**src/rtl/keypad_scanner_if.sv**
```systemverilog
// Key event bundle leaving the keypad scanner.
// Carries the accepted code, its strobe, hold level and nibble history.
interface keypad_scanner_if;
    logic [3:0]  key_code;
    logic        key_valid;
    logic        key_held;
    logic [15:0] digits_out;

    modport master (
        output key_code,
        output key_valid,
        output key_held,
        output digits_out
    );

    modport slave (
        input key_code,
        input key_valid,
        input key_held,
        input digits_out
    );
endinterface

```
**src/rtl/keypad_scanner.sv**
```systemverilog
// 4x4 matrix keypad scanner with scan-level debounce.
// Emits accepted key codes and keeps a four-nibble history.
module keypad_scanner #(
    parameter int SCAN_DIV       = 25000,
    parameter int DEBOUNCE_SCANS = 4
) (
    input  logic               clk,
    input  logic               rst_n,
    input  logic [3:0]         col_in,
    output logic [3:0]         row_out,
    keypad_scanner_if.master   key_bus
);
    typedef enum logic [1:0] {
        IDLE, ACCEPT, HELD, RELEASE
    } state_t;

    typedef enum logic [1:0] {
        R_NONE, R_KEY, R_MULTI
    } kind_t;

    localparam logic [14:0] LAST = 15'(SCAN_DIV - 1);
    localparam logic [3:0]  DB   = 4'(DEBOUNCE_SCANS);

    logic [3:0]  sync1, sync2;
    logic [14:0] row_cnt;
    logic [1:0]  row_idx;
    logic        acc_found, acc_multi;
    logic [3:0]  acc_code;

    state_t      state;
    kind_t       prev_kind;
    logic [3:0]  prev_code;
    logic [3:0]  stable_cnt;
    logic [3:0]  rel_cnt;

    logic [3:0]  key_code_q;
    logic        key_valid_q;
    logic        key_held_q;
    logic [15:0] digits_q;

    logic        sample, eval;
    logic [3:0]  col_low, sel;
    logic        one_hot;
    logic [1:0]  col_idx;
    logic        nxt_found, nxt_multi;
    logic [3:0]  nxt_code;
    kind_t       res_kind;
    logic [3:0]  res_code;
    logic [3:0]  stab_nxt;
    logic [3:0]  rel_nxt;
    logic        is_held_key;

    assign row_out = ~(4'b0001 << row_idx);
    assign sample  = (row_cnt == LAST);
    assign eval    = sample && (row_idx == 2'd3);

    assign key_bus.key_code   = key_code_q;
    assign key_bus.key_valid  = key_valid_q;
    assign key_bus.key_held   = key_held_q;
    assign key_bus.digits_out = digits_q;

    always_comb begin
        col_low = ~sync2;
        one_hot = (col_low != 4'd0) &&
                  ((col_low & (col_low - 4'd1)) == 4'd0);
        sel     = one_hot ? col_low : 4'd0;
        col_idx = 2'd0;
        unique case (1'b1)
            sel[0]:  col_idx = 2'd0;
            sel[1]:  col_idx = 2'd1;
            sel[2]:  col_idx = 2'd2;
            sel[3]:  col_idx = 2'd3;
            default: col_idx = 2'd0;
        endcase
    end

    // Fold the current row sample into this scan's running result.
    always_comb begin
        nxt_found = acc_found;
        nxt_multi = acc_multi;
        nxt_code  = acc_code;
        if (col_low != 4'd0) begin
            if (one_hot && !acc_found && !acc_multi) begin
                nxt_found = 1'b1;
                nxt_code  = {row_idx, col_idx};
            end else begin
                nxt_multi = 1'b1;
            end
        end
        res_kind = nxt_multi ? R_MULTI
                 : nxt_found ? R_KEY : R_NONE;
        res_code = (res_kind == R_KEY) ? nxt_code : 4'd0;
        if (res_kind == prev_kind && res_code == prev_code)
            stab_nxt = (stable_cnt == 4'd15) ? 4'd15
                     : stable_cnt + 4'd1;
        else
            stab_nxt = 4'd1;
        rel_nxt     = rel_cnt + 4'd1;
        is_held_key = (res_kind == R_KEY) &&
                      (res_code == key_code_q);
    end

    always_ff @(posedge clk or negedge rst_n) begin
        if (!rst_n) begin
            sync1     <= 4'hF;
            sync2     <= 4'hF;
            row_cnt   <= 15'd0;
            row_idx   <= 2'd0;
            acc_found <= 1'b0;
            acc_multi <= 1'b0;
            acc_code  <= 4'd0;
        end else begin
            sync1 <= col_in;
            sync2 <= sync1;
            if (sample) begin
                row_cnt   <= 15'd0;
                row_idx   <= row_idx + 2'd1;
                acc_found <= eval ? 1'b0 : nxt_found;
                acc_multi <= eval ? 1'b0 : nxt_multi;
                acc_code  <= eval ? 4'd0 : nxt_code;
            end else begin
                row_cnt <= row_cnt + 15'd1;
            end
        end
    end

    always_ff @(posedge clk or negedge rst_n) begin
        if (!rst_n) begin
            state       <= IDLE;
            prev_kind   <= R_NONE;
            prev_code   <= 4'd0;
            stable_cnt  <= 4'd0;
            rel_cnt     <= 4'd0;
            key_code_q  <= 4'd0;
            key_valid_q <= 1'b0;
            key_held_q  <= 1'b0;
            digits_q    <= 16'd0;
        end else begin
            if (state == ACCEPT) begin
                key_valid_q <= 1'b0;
                state       <= HELD;
            end
            if (eval) begin
                prev_kind  <= res_kind;
                prev_code  <= res_code;
                stable_cnt <= stab_nxt;
                case (state)
                    IDLE: begin
                        if (res_kind == R_KEY && stab_nxt >= DB) begin
                            state       <= ACCEPT;
                            key_code_q  <= res_code;
                            key_valid_q <= 1'b1;
                            key_held_q  <= 1'b1;
                            digits_q    <= {digits_q[11:0], res_code};
                        end
                    end
                    HELD: begin
                        if (!is_held_key) begin
                            if (DB <= 4'd1) begin
                                key_held_q <= 1'b0;
                                state      <= IDLE;
                                stable_cnt <= 4'd0;
                                rel_cnt    <= 4'd0;
                            end else begin
                                state   <= RELEASE;
                                rel_cnt <= 4'd1;
                            end
                        end
                    end
                    RELEASE: begin
                        if (is_held_key) begin
                            state   <= HELD;
                            rel_cnt <= 4'd0;
                        end else if (rel_nxt >= DB) begin
                            key_held_q <= 1'b0;
                            state      <= IDLE;
                            stable_cnt <= 4'd0;
                            rel_cnt    <= 4'd0;
                        end else begin
                            rel_cnt <= rel_nxt;
                        end
                    end
                    default: ;
                endcase
            end
        end
    end
endmodule
```
**src/flat_wrapper.sv**
```systemverilog
// flat-port wrapper written by rule: the top's interface ports become plain ports
module keypad_scanner_flat 
#(
    parameter int SCAN_DIV       = 25000,
    parameter int DEBOUNCE_SCANS = 4
)
  (clk, rst_n, col_in, row_out, key_bus_key_code, key_bus_key_valid, key_bus_key_held, key_bus_digits_out);
  keypad_scanner_if key_bus_i ();
  input  logic clk;
  input  logic rst_n;
  input  logic [3:0] col_in;
  output logic [3:0] row_out;
  output wire logic [$bits(key_bus_i.key_code)-1:0] key_bus_key_code;
  output wire logic [$bits(key_bus_i.key_valid)-1:0] key_bus_key_valid;
  output wire logic [$bits(key_bus_i.key_held)-1:0] key_bus_key_held;
  output wire logic [$bits(key_bus_i.digits_out)-1:0] key_bus_digits_out;
  assign key_bus_key_code = key_bus_i.key_code;
  assign key_bus_key_valid = key_bus_i.key_valid;
  assign key_bus_key_held = key_bus_i.key_held;
  assign key_bus_digits_out = key_bus_i.digits_out;
  keypad_scanner #(.SCAN_DIV(SCAN_DIV), .DEBOUNCE_SCANS(DEBOUNCE_SCANS)) u_core (.clk(clk), .rst_n(rst_n), .col_in(col_in), .row_out(row_out), .key_bus(key_bus_i));
endmodule
```
**config.mk**
```make
export PLATFORM = sky130hd
export DESIGN_NAME = keypad_scanner_flat
export DESIGN_NICKNAME = d
export VERILOG_FILES = /design/src/rtl/keypad_scanner_if.sv /design/src/rtl/keypad_scanner.sv /design/src/flat_wrapper.sv
export SDC_FILE = /design/constraint.sdc
export NUM_CORES = 1
export LEC_CHECK = 0
export BUFFER_PORTS_ARGS = -buffer_cell sky130_fd_sc_hd__buf_2
export CAP_MARGIN = 20
export CORE_AREA = 2 2 83 85
export CTS_CLUSTER_DIAMETER = 120
export DETAILED_ROUTE_END_ITERATION = 8
export DIE_AREA = 0 0 85 87
export GPL_TIMING_DRIVEN = 0
export PLACE_DENSITY = 0.78
export SLEW_MARGIN = 25
export SYNTH_ARGS = -nofsm -noshare
export SYNTH_HDL_FRONTEND = slang
export SYNTH_SLANG_ARGS = --single-unit
```
**constraint.sdc**
```tcl
create_clock -name clk -period 8.2 [get_ports clk]
set_clock_uncertainty 0.05 [all_clocks]
set_input_delay 1.64 -clock clk [delete_from_list [all_inputs] [get_ports clk]]
set_output_delay 1.64 -clock clk [all_outputs]
set_load 0.005 [all_outputs]
```
* Word level (Yosys, flattened, before mapping)
Index checks and enable logic that the tools add are counted.
** Cells by class
- Muxes and demuxes :: 39
- Bitwise logic cells :: 3
- Eq/ne operators :: 14
- Shifts and indexed selects :: 1
- Add/subtract/negate cells :: 5
- Reductions and logical operators :: 17
- Magnitude comparators :: 2
** Operators by type and width (count)
- 4-bit 2-to-1 mux :: 13
- 15-bit by 1-bit adder with 15-bit output (second input constant) :: 1
- 15-bit equality test (second input constant) :: 1
- 15-bit 2-to-1 mux :: 1
- 1-bit 2-to-1 mux :: 14
- 2-bit 2-to-1 mux :: 7
- 2-bit case mux with 3 select lines :: 2
- 4-bit by 1-bit adder with 4-bit output (second input constant) :: 2
- 4-bit equality test :: 2
- 4-bit by 3-bit greater-or-equal comparator with 1-bit output (second input constant) :: 2
- 4-bit NOT :: 2
- 4-bit case mux with 2 select lines :: 1
- 1-bit logical AND :: 7
- 2-bit equality test (second input constant) :: 3
- 3-bit AND reduction :: 2
- 5-bit AND reduction :: 1
- 4-bit AND :: 1
- 2-bit by 1-bit equality test with 1-bit output (second input constant) :: 2
- 4-bit equality test (second input constant) :: 1
- 4-bit logical NOT :: 1
- 2-bit by 1-bit != test with 1-bit output (second input constant) :: 2
- 2-bit != test (second input constant) :: 2
- 2-bit nonzero test :: 2
- 4-bit nonzero test :: 1
- other kinds (7) :: 8
** Storage, ports and cells
- Output and inout port bits :: 26
- Word-level logic and storage cells :: 97
- Input port bits :: 6
- Flip-flop bits (word level) :: 69

* Longest topological paths before layout
Gate-level depths: netlist of run 1.
- Depth after elaboration :: 21
- Gate-level depth with buffers :: 9
- Gate-level depth less buffers :: 8

* Worst setup path before layout of run 1
Ideal clock, no wire load.
- Path type :: reg2reg
- Start point :: register u_core.sync2[0]
- End point :: register u_core.digits_q[10] (netlist: u_core.key_bus.digits_out[10])
- Path buffers :: 2
- Arrival time :: 2.535 ns
- Cell stages (with the launch flop) :: 10
- Period minus slack after synthesis :: 2.710 ns
- Slack :: 5.490 ns
- Cell sequence :: dfstp_2 > buf_2 > or4b_4 > a21oi_2 > nor3_2 > o311ai_1 > o211a_2 > nand3_4 > buf_6 > mux2_4
** On the way
- Word-level cells in the longest chain between the ends :: 19
- Elaborated cells between the ends (all ways) :: 27
** RTL lines
- start: declaration :: line keypad_scanner.sv:24 : logic [3:0] sync1, sync2;
- start signal: assignment :: line keypad_scanner.sv:114 : sync2 <= sync1;
- 4-bit NOT (*) :: line keypad_scanner.sv:63 : col_low = ~sync2;
- 4-bit by 1-bit subtractor with 4-bit output :: line keypad_scanner.sv:65 : ((col_low & (col_low - 4'd1)) == 4'd0);
- 4-bit AND :: line keypad_scanner.sv:65
- 4-bit logical NOT :: line keypad_scanner.sv:65
- 1-bit logical AND :: line keypad_scanner.sv:64 : one_hot = (col_low != 4'd0) &&
- 1-bit logical AND (2 in series) :: line keypad_scanner.sv:83 : if (one_hot && !acc_found && !acc_multi) begin
- 1-bit 2-to-1 mux :: line keypad_scanner.sv:83
- 1-bit 2-to-1 mux :: line keypad_scanner.sv:82 : if (col_low != 4'd0) begin
- [... 2 more ...]
- 2-bit by 1-bit equality test with 1-bit output :: line keypad_scanner.sv:92, keypad_scanner.sv:149
- 4-bit 2-to-1 mux :: line keypad_scanner.sv:92 : res_code = (res_kind == R_KEY) ? nxt_code : 4'd0;
- 4-bit equality test :: line keypad_scanner.sv:93 : if (res_kind == prev_kind && res_code == prev_code)
- 1-bit logical AND :: line keypad_scanner.sv:93
- 4-bit 2-to-1 mux :: line keypad_scanner.sv:93
- 4-bit by 3-bit greater-or-equal comparator with 1-bit output :: line keypad_scanner.sv:149 : if (res_kind == R_KEY && stab_nxt >= DB) begin
- 1-bit logical AND (*) :: line keypad_scanner.sv:149
- 3-bit AND reduction (no line) (*)
- end signal: assignment :: line keypad_scanner.sv:154 : digits_q <= {digits_q[11:0], res_code};
- end: declaration :: line keypad_scanner.sv:39 : logic [15:0] digits_q;
Mark *: on every way between the ends. The rest lies on a longest branch, timed or not.
A chain may end at the register's enable or synchronous reset.

* Worst setup path in the final report of run 1
- Start point :: register u_core.row_idx[1]
- End point :: output row_out[3]
** On the way
- Word-level cells in the longest chain between the ends :: 2
** RTL lines
- start: declaration :: line keypad_scanner.sv:26 : logic [1:0] row_idx;
- start signal: assignment :: line keypad_scanner.sv:117 : row_idx <= row_idx + 2'd1;
- 1-bit by 2-bit left shift with 4-bit output :: line keypad_scanner.sv:53 : assign row_out = ~(4'b0001 << row_idx);
- 4-bit NOT :: line keypad_scanner.sv:53
- end: declaration :: line flat_wrapper.sv:12 : output logic [3:0] row_out;
Every way passes these cells.

==> results of run 1 <==
-- cell families after synthesis --
kind of cell / count (synthesis) / synth area share
xor gates and xnor gates: 21 / 0.0540
adders and majority gates: 8 / 0.0287
and+or+nand+nor: 124 / 0.200
muxes: 18 / 0.0658
AOI/OAI and AO/OA: 59 / 0.127
DFF: 65 / 0.481
buffers and inverters: 29 / 0.0441
-- registers in the layout, summed over array words and instances (netlist names) --
name                       cells
u_core.row_cnt                15
u_core.prev_code               4
u_core.state                   2
u_core.stable_cnt              4
u_core.sync1                   4
u_core.acc_multi               1
u_core.rel_cnt                 4
u_core.acc_found               1
u_core.sync2                   4
u_core.row_idx                 2
u_core.acc_code                4
u_core.key_bus.key_valid       1
u_core.prev_kind               2
u_core.key_bus.digits_out     16
u_core.key_bus.key_held        1
-- cells in the mapped netlist, types with 5 or more instances --
cell type  number  area share
nor2_1         24       0.026
and3_1          5      0.0092
buf_4           6       0.013
mux2_2          9       0.030
mux2_4          6       0.026
inv_1          13       0.014
ha_1            7       0.026
nand3_1        16       0.024
nand2_1        31       0.034
dfstp_2         8       0.062
a21oi_1         8       0.012
nor2b_1         6       0.011
xor2_1         12       0.031
dfrtp_1        57        0.42
o21ai_0        13       0.019
clkbuf_1        5      0.0055
nor3_1          7       0.010
xnor2_1         9       0.023
-- per-stage QoR --
| step | hold WS (ns) | util | setup slack [ns] |
|---|---|---|---|
| after floorplan | 0.295 | - | 5.49 |
| after global placement | 0.296 | 0.557 | 5.21 |
| after detailed placement | 0.298 | 0.562 | 5.11 |
| after CTS | 0.307 | 0.585 | 4.86 |
| after global routing | 0.309 | 0.585 | 4.78 |
| final | 0.306 | 0.585 | 4.86 |
-- worst reg2reg max path: stages, from the launching register on --
cell and delay (ns):
dfrtp_1 0.36, clkbuf_1 0.20, nor4b_1 0.34, nand4b_1 0.13
nor4_1 0.56, nand3_1 0.22, a2111oi_4 0.36, nand3_4 0.23
buf_6 0.23, mux2_4 0.30
-- layer usage --
| metal | vias up | track usage | share of wire |
|---|---|---|---|
| li1 | 1248 | - | - |
| met1 | 1241 | 0.262 | 0.47 |
| met2 | 69 | 0.306 | 0.46 |
| met3 | 10 | 0.0455 | 0.044 |
| met4 | 0 | 0.0866 | 0.018 |
| met5 | - | 0 | 0 |
-- power by group --
part / switching [mW] / internal [mW] / total [mW]
Clock: 0.112 / 0.109 / 0.221
Combinational: 0.0202 / 0.0108 / 0.0311
Sequential: 0.000794 / 0.324 / 0.325
Total: 0.133 / 0.444 / 0.577
-- final cells by class --
class                           count  area (um2)
Inverter                           13        48.8
Clock inverter                      2        10.0
Multi-Input combinational cell    230        1620
Fill cell                         573        2730
Sequential cell                    65        1640
Buffer                             16         101
Clock buffer                       14         143
Tap cell                           80         100
Timing Repair Buffer               32         185
-- worst max path at each step --
stage | startpoint | to | slack [ns] | cells after the start
global route | u_core.row_idx[1] | row_out[3] | 4.78 | 4
CTS | u_core.row_idx[1] | row_out[3] | 4.86 | 4
finish | u_core.row_idx[1] | row_out[3] | 4.86 | 4
detailed placement | u_core.row_cnt[6] | u_core.key_bus.digits_out[10] | 5.11 | 9
floorplan | u_core.sync2[0] | u_core.key_bus.digits_out[10] | 5.49 | 9
global placement | rst_n | u_core.row_cnt[7] | 5.21 | 1
-- layout by cell type, fill, tap and decap left out, types with 4 or more instances in the layout --
cell type	instances
a21oi_1	8
a22oi_1	4
and3_1	5
buf_2	33
buf_4	7
clkbuf_1	10
clkbuf_8	9
dfrtp_1	57
dfstp_2	8
ha_1	7
inv_1	13
mux2_2	9
mux2_4	6
nand2_1	31
nand3_1	16
nand4b_1	4
nor2_1	24
nor2b_1	6
nor3_1	7
nor4_1	4
o211ai_1	4
o21ai_0	13
or2_2	4
xnor2_1	9
xor2_1	12
==> metrics, run 1 <==
run status=finished, final reports clean; type of destination of the critical path=output pin; clock-pin transition on the worst setup and hold timing paths=0.07 ns; HPWL after DPL=4.66 mm; maximum achievable frequency=300 MHz; Post-synth EDFFs=0; gr ovfl total=0; fin crit period=3.34 ns; Post-Syn Area=3410 um2; buffer depth of the longest clock path=2; ant diodes=0; largest net degree at the start of global routing=49; antenna violations before repair=0; cell depth of the worst min-delay path=0; number of rows in the core area=30; top cell family by delay on the critical path=buffers and inverters; hold crit path type=reg -> reg; leakage power=1.79 nW; weighted congestion at the end of routability-driven global placement=0.849; area of the core=6570 um2; synthesized net count=337; filler-free cell count of the finished design=452; transition time at the pin with the least slew margin=0.597 ns; setup fix buffers added after clock tree synthesis=0; die outline width=85 um; worst reg2reg startpoint=u_core.row_cnt[6]; worst path arrival time=1.65 ns; yosys warns=0; CTS tree=built; delay contributed by the slowest stage of the critical path=0.51 ns; logic depth of the worst register-to-register path=9; critical path class=reg -> out; Cell Pwr Density=150 nW/um2; number of clock buffers inserted by TritonCTS=9; Cell Count Post-Placement=436; clock sink count=65; final total negative setup slack=0 ns; startpoint class of the critical path=flop; number of instances in the synthesized netlist=324; worst path buffer plus inverter count=3; flop2flop setup slack=5.11 ns; worst slew margin relative to its limit=0.602; Max-cap violations=0; number of I/O pins=32; post-detailed-placement cell area=3690 um2; sequential area share after synthesis=0.481; number of global-route vias before repair=2478; fraction of registers with async set or reset after synthesis=1.00; layout cells sized above 1=0.255; start point of the worst hold path=u_core.sync1[3]; post-cts repair resize count=0; Max rail drop VDD=97.3 uV; total power=0.577 mW; number of endpoints with negative hold slack in the final report=0; total length of routed wires=6.66 mm; number of design-rule violations left by the first detailed-router iteration=150; total number of vias=2568; IO buf count=31; Main synth FF type=dfrtp_1; floorplan die area=7400 um2; final standard cell area without fillers=3840 um2; overall global routing resource usage=0.196; Avg Synthesized Cell Area=10.5 um2; final setup violation count=0; number of H-tree levels=3; Syn-to-layout area delta=12.9%; setup repair after global routing missed its margin=false; synthesized flop and latch total=65; hold path endpoint=u_core.sync2[3]; Crit-path slowest cell=dfrtp_1; vertical die dimension=87 um; iteration count of the initial detailed-routing pass=4; clock tree root buffer cell=clkbuf_8; routed length per placed instance=14.7 um; final clock period utilization by the worst path=0.407; number of unique standard cell types used by synthesis=62; number of nets with antenna violations after detailed routing=0; wire length of the first global-routing pass=11.5 mm; cell-by-cell trace of the critical path=ha_1 > clkbuf_1 > inv_1 > buf_2; final net count=380; capture point of the worst reg-to-reg path=u_core.key_bus.digits_out[14]; Crit Path Max Fanout=9; CP required=6.51 ns; number of max-slew violations in the final report=0; number of remaining DRC errors=0; post-DR vias/cell=5.68; hold-fix buffer count after cts=0; starting density of the core=0.518; source-to-sink clock delay at the later pin of the worst-skew pair=0.34 ns
(Power assumes the default switching activity.)
==> inputs of run 2 (changes only) <==
Settings changed: CORE_AREA 2 2 83 85 to 2 2 84 86, DIE_AREA 0 0 85 87 to 0 0 86 88, PLACE_DENSITY 0.78 to 0.79.
Clock period 8.2 ns to 2.9 ns, I/O delays scaled along.
==> metrics, run 2 (synthesis gave the netlist of run 1 again) <==
post-DR vias/cell=5.78 (+1.7%); wire length of the first global-routing pass=12.0 mm (+4.8%); maximum achievable frequency=358 MHz; cell-by-cell trace of the critical path=or4b_4 > a21oi_4 > nor3_4 > a2111oi_2 > o211a_2 > nand3_4 > buf_6 > mux2_4; sequential cell area in the final layout=1640 um2 (unchanged); number of global-route vias before repair=2566 (+3.6%); hold crit path type=in -> async; proportion of power drawn by combinational gates=0.050 (-0.004); delay contributed by the slowest stage of the critical path=0.61 ns (+0.10 ns); Syn-to-layout area delta=19.4%; worst reg2reg startpoint=u_core.sync2[0]; Max-cap violations=0 (unchanged); type of destination of the critical path=flop; cell internal pwr=1.52 mW (+240%); leakage power=1.86 nW (+3.9%); largest net degree at the start of global routing=66 (+35%); final clock period utilization by the worst path=0.963; antenna violations before repair=0 (unchanged); final standard cell area without fillers=4070 um2 (+5.8%); final setup violation count=0 (unchanged); total number of vias=2636 (+2.6%); flop2flop setup slack=0.11 ns (-5.00 ns); critical path class=reg -> reg; Cell Pwr Density=468 nW/um2 (+210%); Max rail drop VDD=263 uV (+170%); Crit-path slowest cell=dfstp_2; starting density of the core=0.513 (-0.00586); fin crit period=2.79 ns; startpoint class of the critical path=flop; proportion of power drawn by the clock network=0.466 (+0.083); number of design-rule violations left by the first detailed-router iteration=169 (+13%); area of the core=6640 um2 (+1.1%); ant diodes=0 (unchanged); capture point of the worst reg-to-reg path=u_core.key_bus.digits_out[13]; iteration count of the initial detailed-routing pass=4 (unchanged); final net count=385 (+1.3%); worst path buffer plus inverter count=1 (-2); total length of routed wires=7.05 mm (+5.8%); filler cell count=532 (-7.2%); IO buf count=31 (unchanged); Cell Count Post-Placement=435 (-0.23%); top cell family by delay on the critical path=compound AO/OA/AOI/OAI gates; clock-pin transition on the worst setup and hold timing paths=0.06 ns (about the same); number of remaining DRC errors=0 (unchanged); most frequent cells in the layout=dfrtp_1 (57), buf_2 (31), nand2_1 (30), nor2_1 (23), nand3_1 (16); vertical die dimension=88 um (+1.1%); transition time at the pin with the least slew margin=0.794 ns (+0.197 ns); overall global routing resource usage=0.202 (+0.00648); part of the total power dissipated in sequential elements=0.484 (-0.080); switching share of power=0.202 (-0.0279); layout cells sized above 1=0.303 (+0.0478); number of rows in the core area=30 (unchanged); post-detailed-placement cell area=3660 um2 (-0.75%); logic depth of the worst register-to-register path=8 (-1); number of endpoints with negative hold slack in the final report=0 (unchanged); clock sink count=65 (unchanged); net switching power figure=0.384 mW (+190%); number of I/O pins=32 (unchanged); filler-free cell count of the finished design=456 (+0.88%); run status=finished, final reports clean; number of nets with antenna violations after detailed routing=0 (unchanged); CP required=3.07 ns (-3.44 ns); Crit Path Max Fanout=10 (+1); floorplan die area=7570 um2 (+2.3%); source-to-sink clock delay at the later pin of the worst-skew pair=0.34 ns (about the same); die outline width=86 um (+1.2%); buffer depth of the longest clock path=2 (unchanged); clock tree root buffer cell=clkbuf_8; multi-input gate area in the final layout=1730 um2 (+6.8%); max reg flops=16 (unchanged); worst slew margin relative to its limit=0.471 (-0.132); weighted congestion at the end of routability-driven global placement=0.900 (+6.0%); most common cell after layout, fill and taps aside=dfrtp_1; HPWL after DPL=4.69 mm (+0.60%); worst path arrival time=2.96 ns (+1.31 ns); number of H-tree levels=3 (unchanged); CTS tree=built; gr ovfl total=0 (unchanged); number of clock buffers inserted by TritonCTS=9 (unchanged); routed length per placed instance=15.5 um (+4.9%); number of max-slew violations in the final report=0 (unchanged)
run 2: repair_timing:
action / CTS / global route
cloned: 0 / 0
setup buffers: 3 / 5
pin swaps: 3 / 8
hold buffers: 0 / 0
setup endpoints to repair: 23 / 28
gates resized for setup: 4 / 17
run 2: power by group through the flow:
| stage | registers, mW | clock network (mW) | logic (mW) |
|---|---|---|---|
| floorplan | 0.935 | 0 | 0.0506 |
| global placement | 0.935 | 0 | 0.0806 |
| detailed placement | 0.936 | 0 | 0.0825 |
| CTS | 0.919 | 0.908 | 0.0837 |
| global route | 0.921 | 0.947 | 0.104 |
| finish | 0.921 | 0.887 | 0.0942 |
run 2: worst register-to-register path: stages, from the launching register on:
cell       delay (ns)
dfstp_2          0.61
or4b_4           0.51
a21oi_4          0.18
nor3_4           0.10
a2111oi_2        0.35
o211a_2          0.28
nand3_4          0.10
buf_6            0.20
mux2_4           0.30
run 2: per-layer routing:
layer  up-vias  global-route usage  part of all wire
li1       1247                   -                 -
met1      1277               0.260              0.45
met2        94               0.337              0.48
met3        18              0.0405             0.045
met4         0              0.0837             0.023
met5         -                   0                 0
run 2: worst max path at each step:
stage	endpoint	slack, ns	cells past startpoint	from
after floorplan	u_core.key_bus.digits_out[10]	0.19	9	u_core.sync2[0]
after global placement	u_core.key_bus.digits_out[14]	-0.27	9	u_core.row_cnt[6]
after detailed placement	u_core.key_bus.digits_out[13]	-0.33	9	u_core.row_cnt[6]
after CTS	u_core.key_bus.digits_out[13]	0.03	9	u_core.sync2[2]
after global routing	u_core.stable_cnt[3]	-0.03	10	u_core.acc_found
final	u_core.key_bus.digits_out[13]	0.11	8	u_core.sync2[0]
run 2: stage by stage:
step | worst slack [ns] | hold WS [ns] | total power, mW | TNS (ns) | utilization
after floorplan | 0.190 | 0.234 | 0.986 | 0 | -
after global placement | -0.270 | 0.296 | 1.02 | -2.51 | 0.551
after detailed placement | -0.328 | 0.299 | 1.02 | -3.55 | 0.551
after CTS | 0.0293 | 0.271 | 1.91 | 0 | 0.594
after global routing | -0.0343 | 0.275 | 1.97 | -0.0920 | 0.612
final | 0.109 | 0.264 | 1.90 | 0 | 0.612
run 2: final cells by class:
cell class | count | area share
plain buffers | 14 | 0.0234
clock buffers | 12 | 0.0332
clock inverters | 3 | 0.0222
inverters | 13 | 0.0120
multi-input cells | 230 | 0.425
flip-flops and latches | 65 | 0.403
well taps | 80 | 0.0246
repair buffers | 39 | 0.0566
